$ cat src/rtl/bcd_to_bin_pkg.sv
// Shared types and helpers for the sequential BCD-to-binary decoder.
// Holds the FSM state encoding, the largest legal digit and the output width check.
package bcd_to_bin_pkg;

  typedef enum logic [1:0] {
    IDLE = 2'd0,
    CONV = 2'd1,
    DONE = 2'd2
  } bcd_state_e;

  localparam logic [3:0] BCD_MAX_DIGIT = 4'd9;

  // Number of bits needed to hold 10^digits - 1, evaluated at elaboration.
  function automatic int bcd_min_width(input int digits);
    longint unsigned max_val;
    int              w;
    max_val = 64'd1;
    for (int i = 0; i < digits; i++) begin
      max_val = max_val * 64'd10;
    end
    max_val = max_val - 64'd1;
    w = 0;
    for (int b = 0; b < 64; b++) begin
      if ((max_val >> b) != 64'd0) begin
        w = b + 1;
      end
    end
    return w;
  endfunction

endpackage

$ cat src/rtl/bcd_mac10.sv
// One decimal accumulate step: acc_out = acc_in*10 + digit, truncated to WIDTH.
// err_out flags a nibble outside 0..9; the raw nibble value is still added.
module bcd_mac10
  import bcd_to_bin_pkg::*;
#(
  parameter int WIDTH = 10
) (
  input  logic [WIDTH-1:0] acc_in,
  input  logic [3:0]       digit,
  output logic [WIDTH-1:0] acc_out,
  output logic             err_out
);

  logic [WIDTH-1:0] times8;
  logic [WIDTH-1:0] times2;
  logic [WIDTH-1:0] digit_ext;

  // Shift-and-add keeps the multiply-by-10 to two adders with no multiplier.
  assign times8    = acc_in << 3;
  assign times2    = acc_in << 1;
  assign digit_ext = WIDTH'(digit);
  assign acc_out   = times8 + times2 + digit_ext;
  assign err_out   = (digit > BCD_MAX_DIGIT);

endmodule

$ cat src/rtl/bcd_to_bin.sv
// Sequential BCD-to-binary decoder: one digit per clock, most significant first,
// with valid/ready handshakes on input and output.
module bcd_to_bin
  import bcd_to_bin_pkg::*;
#(
  parameter int DIGITS = 3,
  parameter int WIDTH  = 10
) (
  input  logic                  clk,
  input  logic                  reset_n,
  input  logic                  in_valid,
  output logic                  in_ready,
  input  logic [4*DIGITS-1:0]   in_bcd,
  output logic                  out_valid,
  input  logic                  out_ready,
  output logic [WIDTH-1:0]      out_bin,
  output logic                  out_err
);

  localparam int CNT_W = (DIGITS > 1) ? $clog2(DIGITS) : 1;

  generate
    if (DIGITS < 1) begin : g_digits_check
      $error("bcd_to_bin: DIGITS must be at least 1");
    end
    if (WIDTH < bcd_min_width(DIGITS)) begin : g_width_check
      $error("bcd_to_bin: WIDTH too small to hold 10^DIGITS-1");
    end
  endgenerate

  bcd_state_e            state_reg;
  logic [WIDTH-1:0]      acc_reg;
  logic [CNT_W-1:0]      cnt_reg;
  logic [4*DIGITS-1:0]   sreg_reg;
  logic                  err_reg;
  logic                  in_ready_reg;
  logic                  out_valid_reg;
  logic [WIDTH-1:0]      out_bin_reg;
  logic                  out_err_reg;

  logic [WIDTH-1:0]      acc_next;
  logic                  digit_err;

  bcd_mac10 #(
    .WIDTH(WIDTH)
  ) u_mac10 (
    .acc_in (acc_reg),
    .digit  (sreg_reg[4*DIGITS-1 -: 4]),
    .acc_out(acc_next),
    .err_out(digit_err)
  );

  always_ff @(posedge clk or negedge reset_n) begin
    if (!reset_n) begin
      state_reg     <= IDLE;
      acc_reg       <= '0;
      cnt_reg       <= '0;
      sreg_reg      <= '0;
      err_reg       <= 1'b0;
      in_ready_reg  <= 1'b1;
      out_valid_reg <= 1'b0;
      out_bin_reg   <= '0;
      out_err_reg   <= 1'b0;
    end else begin
      case (state_reg)
        IDLE: begin
          if (in_valid && in_ready_reg) begin
            sreg_reg     <= in_bcd;
            acc_reg      <= '0;
            err_reg      <= 1'b0;
            cnt_reg      <= CNT_W'(DIGITS - 1);
            in_ready_reg <= 1'b0;
            state_reg    <= CONV;
          end
        end
        CONV: begin
          acc_reg  <= acc_next;
          err_reg  <= err_reg | digit_err;
          sreg_reg <= sreg_reg << 4;
          cnt_reg  <= cnt_reg - 1'b1;
          // Last digit: publish the result straight from the step logic.
          if (cnt_reg == '0) begin
            out_bin_reg   <= acc_next;
            out_err_reg   <= err_reg | digit_err;
            out_valid_reg <= 1'b1;
            state_reg     <= DONE;
          end
        end
        DONE: begin
          if (out_ready) begin
            out_valid_reg <= 1'b0;
            in_ready_reg  <= 1'b1;
            state_reg     <= IDLE;
          end
        end
        default: begin
          out_valid_reg <= 1'b0;
          in_ready_reg  <= 1'b1;
          state_reg     <= IDLE;
        end
      endcase
    end
  end

  assign in_ready  = in_ready_reg;
  assign out_valid = out_valid_reg;
  assign out_bin   = out_bin_reg;
  assign out_err   = out_err_reg;

endmodule

$ cat config.mk
export PLATFORM = sky130hd
export DESIGN_NAME = bcd_to_bin
export DESIGN_NICKNAME = d
export VERILOG_FILES = /design/src/rtl/bcd_to_bin_pkg.sv /design/src/rtl/bcd_mac10.sv /design/src/rtl/bcd_to_bin.sv
export SDC_FILE = /design/constraint.sdc
export NUM_CORES = 1
export LEC_CHECK = 0
export BUFFER_PORTS_ARGS = -buffer_cell sky130_fd_sc_hd__buf_2
export CAP_MARGIN = 10
export CELL_PAD_IN_SITES_DETAIL_PLACEMENT = 1
export CELL_PAD_IN_SITES_GLOBAL_PLACEMENT = 1
export CORE_MARGIN = 4
export CORE_UTILIZATION = 39
export DETAILED_ROUTE_END_ITERATION = 10
export PLACE_DENSITY = 0.72
export REMOVE_ABC_BUFFERS = 1
export SYNTH_ARGS = -nofsm -noshare
export SYNTH_HDL_FRONTEND = slang
export SYNTH_SLANG_ARGS = --single-unit
$ cat constraint.sdc
create_clock -name clk -period 2.2 [get_ports clk]
set_input_delay 0.33 -clock clk [delete_from_list [all_inputs] [get_ports clk]]
set_output_delay 0.33 -clock clk [all_outputs]
set_load 0.01 [all_outputs]
# Word level (Yosys, flattened, before mapping)

Cells that the tools add are included.

Add/sub/neg operators: 3
Magnitude comparators: 1
Equality and inequality tests: 5
Muxes and demuxes: 17
Bitwise logic cells: 3
Reduce and logical (&&, ||, !) cells: 9

Operator list:

| cell                                                  | count |
|---|---|
| one-hot mux 12 bit (2 select lines)                   | 1 |
| one-hot mux 9 bit (2 select lines)                    | 1 |
| two-way mux 12 bit                                    | 1 |
| adder 10 bit                                          | 1 |
| adder 10 x 4 -> 10 bit                                | 1 |
| two-way mux 9 bit                                     | 1 |
| AND reduction 3 bit                                   | 3 |
| two-way mux 2 bit                                     | 4 |
| inequality test 2 bit (second input constant)         | 3 |
| one-hot mux 1 bit (3 select lines)                    | 2 |
| one-hot mux 2 bit (3 select lines)                    | 1 |
| greater-than comparator 4 bit (second input constant) | 1 |
| zero test 2 bit                                       | 2 |
| two-way mux 1 bit                                     | 4 |
| one-hot mux 2 bit (2 select lines)                    | 1 |
| AND reduction 2 bit                                   | 2 |
| equality test 2 x 1 -> 1 bit (second input constant)  | 1 |
| equality test 2 bit (second input constant)           | 1 |
| inverter 1 bit                                        | 2 |
| one-hot mux 1 bit (2 select lines)                    | 1 |
| nonzero test 2 bit                                    | 1 |
| subtractor 2 x 1 -> 2 bit (second input constant)     | 1 |
| logical AND 1 bit                                     | 1 |
| OR 1 bit                                              | 1 |

Register bits: 39
Input bits: 16
Output and inout port bits: 13
Word-level logic and storage cells: 47

# Longest topological paths before layout

Depth in word-level cells: 3
Depth in mapped cells: 9

# Modules after synthesis

From an unflattened synthesis, not the netlist that was laid out.

Cells, all modules: 213
Area, all modules: 2117.0 um^2

Modules (own cells, without submodules):

| module     | times used | cells each | area each (um^2) | seq. area each (um^2) |
|---|---|---|---|---|
| bcd_to_bin | 1          | 165        | 1701.6           | 1002.2 |
| bcd_mac10  | 1          | 48         | 415.4            | 0.0 |

# Worst setup path before layout

No wires, ideal clock.

Path type: reg2reg
Start: reg acc_reg[0]
End: reg acc_reg[8]
Library setup time: 95 ps
Arrival: 2099 ps
Required time: 2105 ps
Slack: 6 ps
Cell stages (with the launch flop): 9
Clock period less this slack: 2194 ps
Cells stage by stage: dfrtp_1 -> inv_1 -> fa_1 -> fa_1 -> nor2b_4 -> o31a_1 -> o21ai_2 -> and3_2 -> o31ai_1

Word-level cells in the longest chain between the ends: 3

RTL lines:

| item                               | line             | source |
|---|---|---|
| start, declared                    | bcd_to_bin.sv:32 | `logic [WIDTH-1:0] acc_reg;` |
| start signal, assigned             | bcd_to_bin.sv:77 | `acc_reg <= acc_next;` |
| adder 10 bit                       | bcd_mac10.sv:22  | `assign acc_out = times8 + times2 + digit_ext;` |
| adder 10 x 4 -> 10 bit             | bcd_mac10.sv:22  |  |
| one-hot mux 9 bit (2 select lines) | bcd_to_bin.sv:65 | `case (state_reg)` |

Every way passes these cells.
A chain may end at the register's enable or synchronous reset.

# Worst setup path after layout

Start: reg sreg_reg[11]
End: reg acc_reg[8]

Word-level cells in the longest chain between the ends: 2

RTL lines:

| item                               | line             | source |
|---|---|---|
| start, declared                    | bcd_to_bin.sv:34 | `logic [4*DIGITS-1:0] sreg_reg;` |
| start signal, assigned             | bcd_to_bin.sv:68 | `sreg_reg <= in_bcd;` |
| start signal, assigned             | bcd_to_bin.sv:79 | `sreg_reg <= sreg_reg << 4;` |
| adder 10 x 4 -> 10 bit             | bcd_mac10.sv:22  |  |
| one-hot mux 9 bit (2 select lines) | bcd_to_bin.sv:65 |  |

Every way passes these cells.

==> flow_summary.json <==
{
  "status": "completed",
  "grt_max_degree": 27,
  "fin_crit_sh_pct": 98.9,
  "relSlewSlack_pct": 57.5,
  "irDropWorstVdd_v": 0.000636,
  "arrival_ns": 2.38,
  "synth.cell_area_um2": 2030,
  "yosysTopAreaCell": "dfrtp_1",
  "largest_reg_flops": 12,
  "ff2ff_setup_slack_ns": 0.02,
  "worstSetupStartpointType": "register",
  "clock_skew_ns": 0.00673,
  "initial_utilization_pct": 41.6,
  "antenna_left": 0,
  "drc_errors": 0,
  "hold_class": "in2async",
  "setup_viol": 0,
  "clk_pin_slew_ns": 0.08,
  "viasPerCell": 5.04,
  "gr-total-overflow": 0,
  "slew_viol_final": 0,
  "cts_tree": "yes",
  "synth.avg_cell_area_um2": 9.61,
  "clockBufferDepth": 2,
  "total_power_mw": 4.31,
  "cts_root_buf": "clkbuf_8",
  "cts_sinks": 39,
  "rsz0062_at_grt": "yes",
  "ys_warn_count": 0,
  "htree_levels": 2,
  "grt_pass1_wl_um": 8150,
  "track_usage_pct": 16.6,
  "yosysSeqAreaShare_pct": 48.2,
  "grt_pass1_vias": 1745,
  "port_buffers": 28,
  "cap_violations": 0,
  "yosysMostFrequentCell": "nand2_1",
  "num_rows": 25,
  "yosysTopAreaCellShare_pct": 46.9,
  "fin_hold_ws_ns": 0.0339,
  "power_density_nw_per_um2": 1700,
  "die_area_um2": 6420,
  "p_leak_nw": 1.25,
  "clk_latency_ns": 0.29,
  "yosys-top-cells-area": "dfrtp_1, ha_1, nand2_1",
  "nFillCells": 580,
  "ys_ff_latch": 39,
  "antenna_found_initial": 0,
  "drive_gt1_share_pct": 31.1,
  "cts_hold_buf": 0,
  "ios": 29,
  "synth_edf_count": 0,
  "tightest_slew_ns": 0.637,
  "synthArstFlopShare_pct": 100,
  "coreArea_um2": 4880,
  "max_clock_freq_mhz": 459,
  "hold_viol": 0,
  "die_w_um": 80.1,
  "synth_ff_type": "dfrtp_1",
  "syn_to_final_growth_pct": 25.0,
  "cts_buffers": 5,
  "nets": 289,
  "routed_wl_um": 4800,
  "gp_congestion": 0.779,
  "worstPathMaxFanout": 2,
  "synth.distinct_cells": 36,
  "dr_total_vias": 1634,
  "crit_type": "reg2reg",
  "die_h_um": 80.1,
  "dp_hpwl_um": 3400,
  "drt_iter0_drc": 25,
  "cp-end-kind": "register",
  "firstDrtPassIters": 4,
  "synthTopCellsByCount": "nand2_1, dfrtp_1, nor2_1, ha_1, o21ai_0",
  "synthCells": 211,
  "diodes": 0,
  "fin_crit_ns": 2.18,
  "critical_path_required_ns": 2.40,
  "wl_per_cell_um": 14.8
}
==> metal layers <==
metal  vias up  GRT usage (%)  wire length [um]
li1        805              -                 -
met3         6           3.25               168
met4         0           5.91                74
met2        25           31.1              2590
met1       798           18.4              1970
met5         -              0                 0
==> cells by family after synthesis <==
logic type	synth area share, %
muxes	2.78
adders and majority gates	11.2
DFF	48.2
and+or+nand+nor	16.7
xor gates and xnor gates	2.59
AOI/OAI and AO/OA	13.5
buffers and inverters	5.00
==> layout make-up <==
cell class              instances  area (um^2)  area share, %
flip-flops and latches         39          977           38.5
well taps                      67         83.8           3.31
clock buffers                   6         82.6           3.26
inverters                      11         41.3           1.63
clock inverters                 2         35.0           1.38
repair buffers                 48          290           11.5
multi-input cells             151         1020           40.4
==> worst max-delay path, cell delays in order (launching register included) <==
cell and delay (ns):
dfrtp_1 0.40, inv_2 0.09, fa_1 0.46, fa_2 0.40
nor2b_4 0.12, o31a_1 0.17, o21ai_2 0.09, and3_4 0.19
o31ai_1 0.18
==> power by group <==
part	leakage, nW	internal, mW	switching, mW
Clock	0.0612	0.367	0.257
Sequential	0.484	1.05	0.228
Combinational	0.709	1.16	1.25
Total	1.25	2.58	1.73
==> cells in the final DEF, fill, tap and decap left out, types with 5 or more instances in the layout <==
| cell | n |
|---|---|
| o21ai_0 | 13 |
| inv_1 | 7 |
| dfrtp_1 | 38 |
| o21ai_1 | 5 |
| nand3_1 | 8 |
| nand2_1 | 39 |
| ha_1 | 12 |
| clkbuf_8 | 6 |
| a31oi_1 | 8 |
| nor2_1 | 16 |
| a21oi_1 | 7 |
| buf_2 | 28 |
| buf_4 | 20 |
==> worst paths after layout <==
check                        startpoint     endpoint  cells past startpoint
max                        sreg_reg[11]   acc_reg[8]                      8
min                             reset_n   acc_reg[8]                      1
max reg2reg                sreg_reg[11]   acc_reg[8]                      8
min reg2reg                  out_bin[3]   out_bin[3]                      2
max in group asynchronous       reset_n     in_ready                      2
min in group clk              in_bcd[3]  sreg_reg[3]                      3
==> through the flow <==
| step | setup WS (ns) | instances | util [%] | instance area, um^2 | setup TNS [ns] |
|---|---|---|---|---|---|
| 4_1_cts | -0.00830 | 319 | 50.1 | 2440 | -0.00889 |
| 2_1_floorplan | 0.00134 | 201 | - | 1970 | 0 |
| 6_report | 0.0234 | 324 | 51.9 | 2530 | 0 |
| 5_1_grt | -0.0840 | 324 | 51.9 | 2530 | -0.393 |
| 3_5_place_dp | -0.125 | 310 | 47.1 | 2300 | -0.385 |
| 3_3_place_gp | -0.0348 | 310 | 47.1 | 2300 | -0.0692 |
==> what timing repair did <==
action,in CTS,in global routing
pin swaps,5,6
resized for setup,9,11
buffers inserted,1,5
cloned,0,0
endpoints found under the setup margin,6,7
No activity file was read; power rests on OpenSTA's default activity.
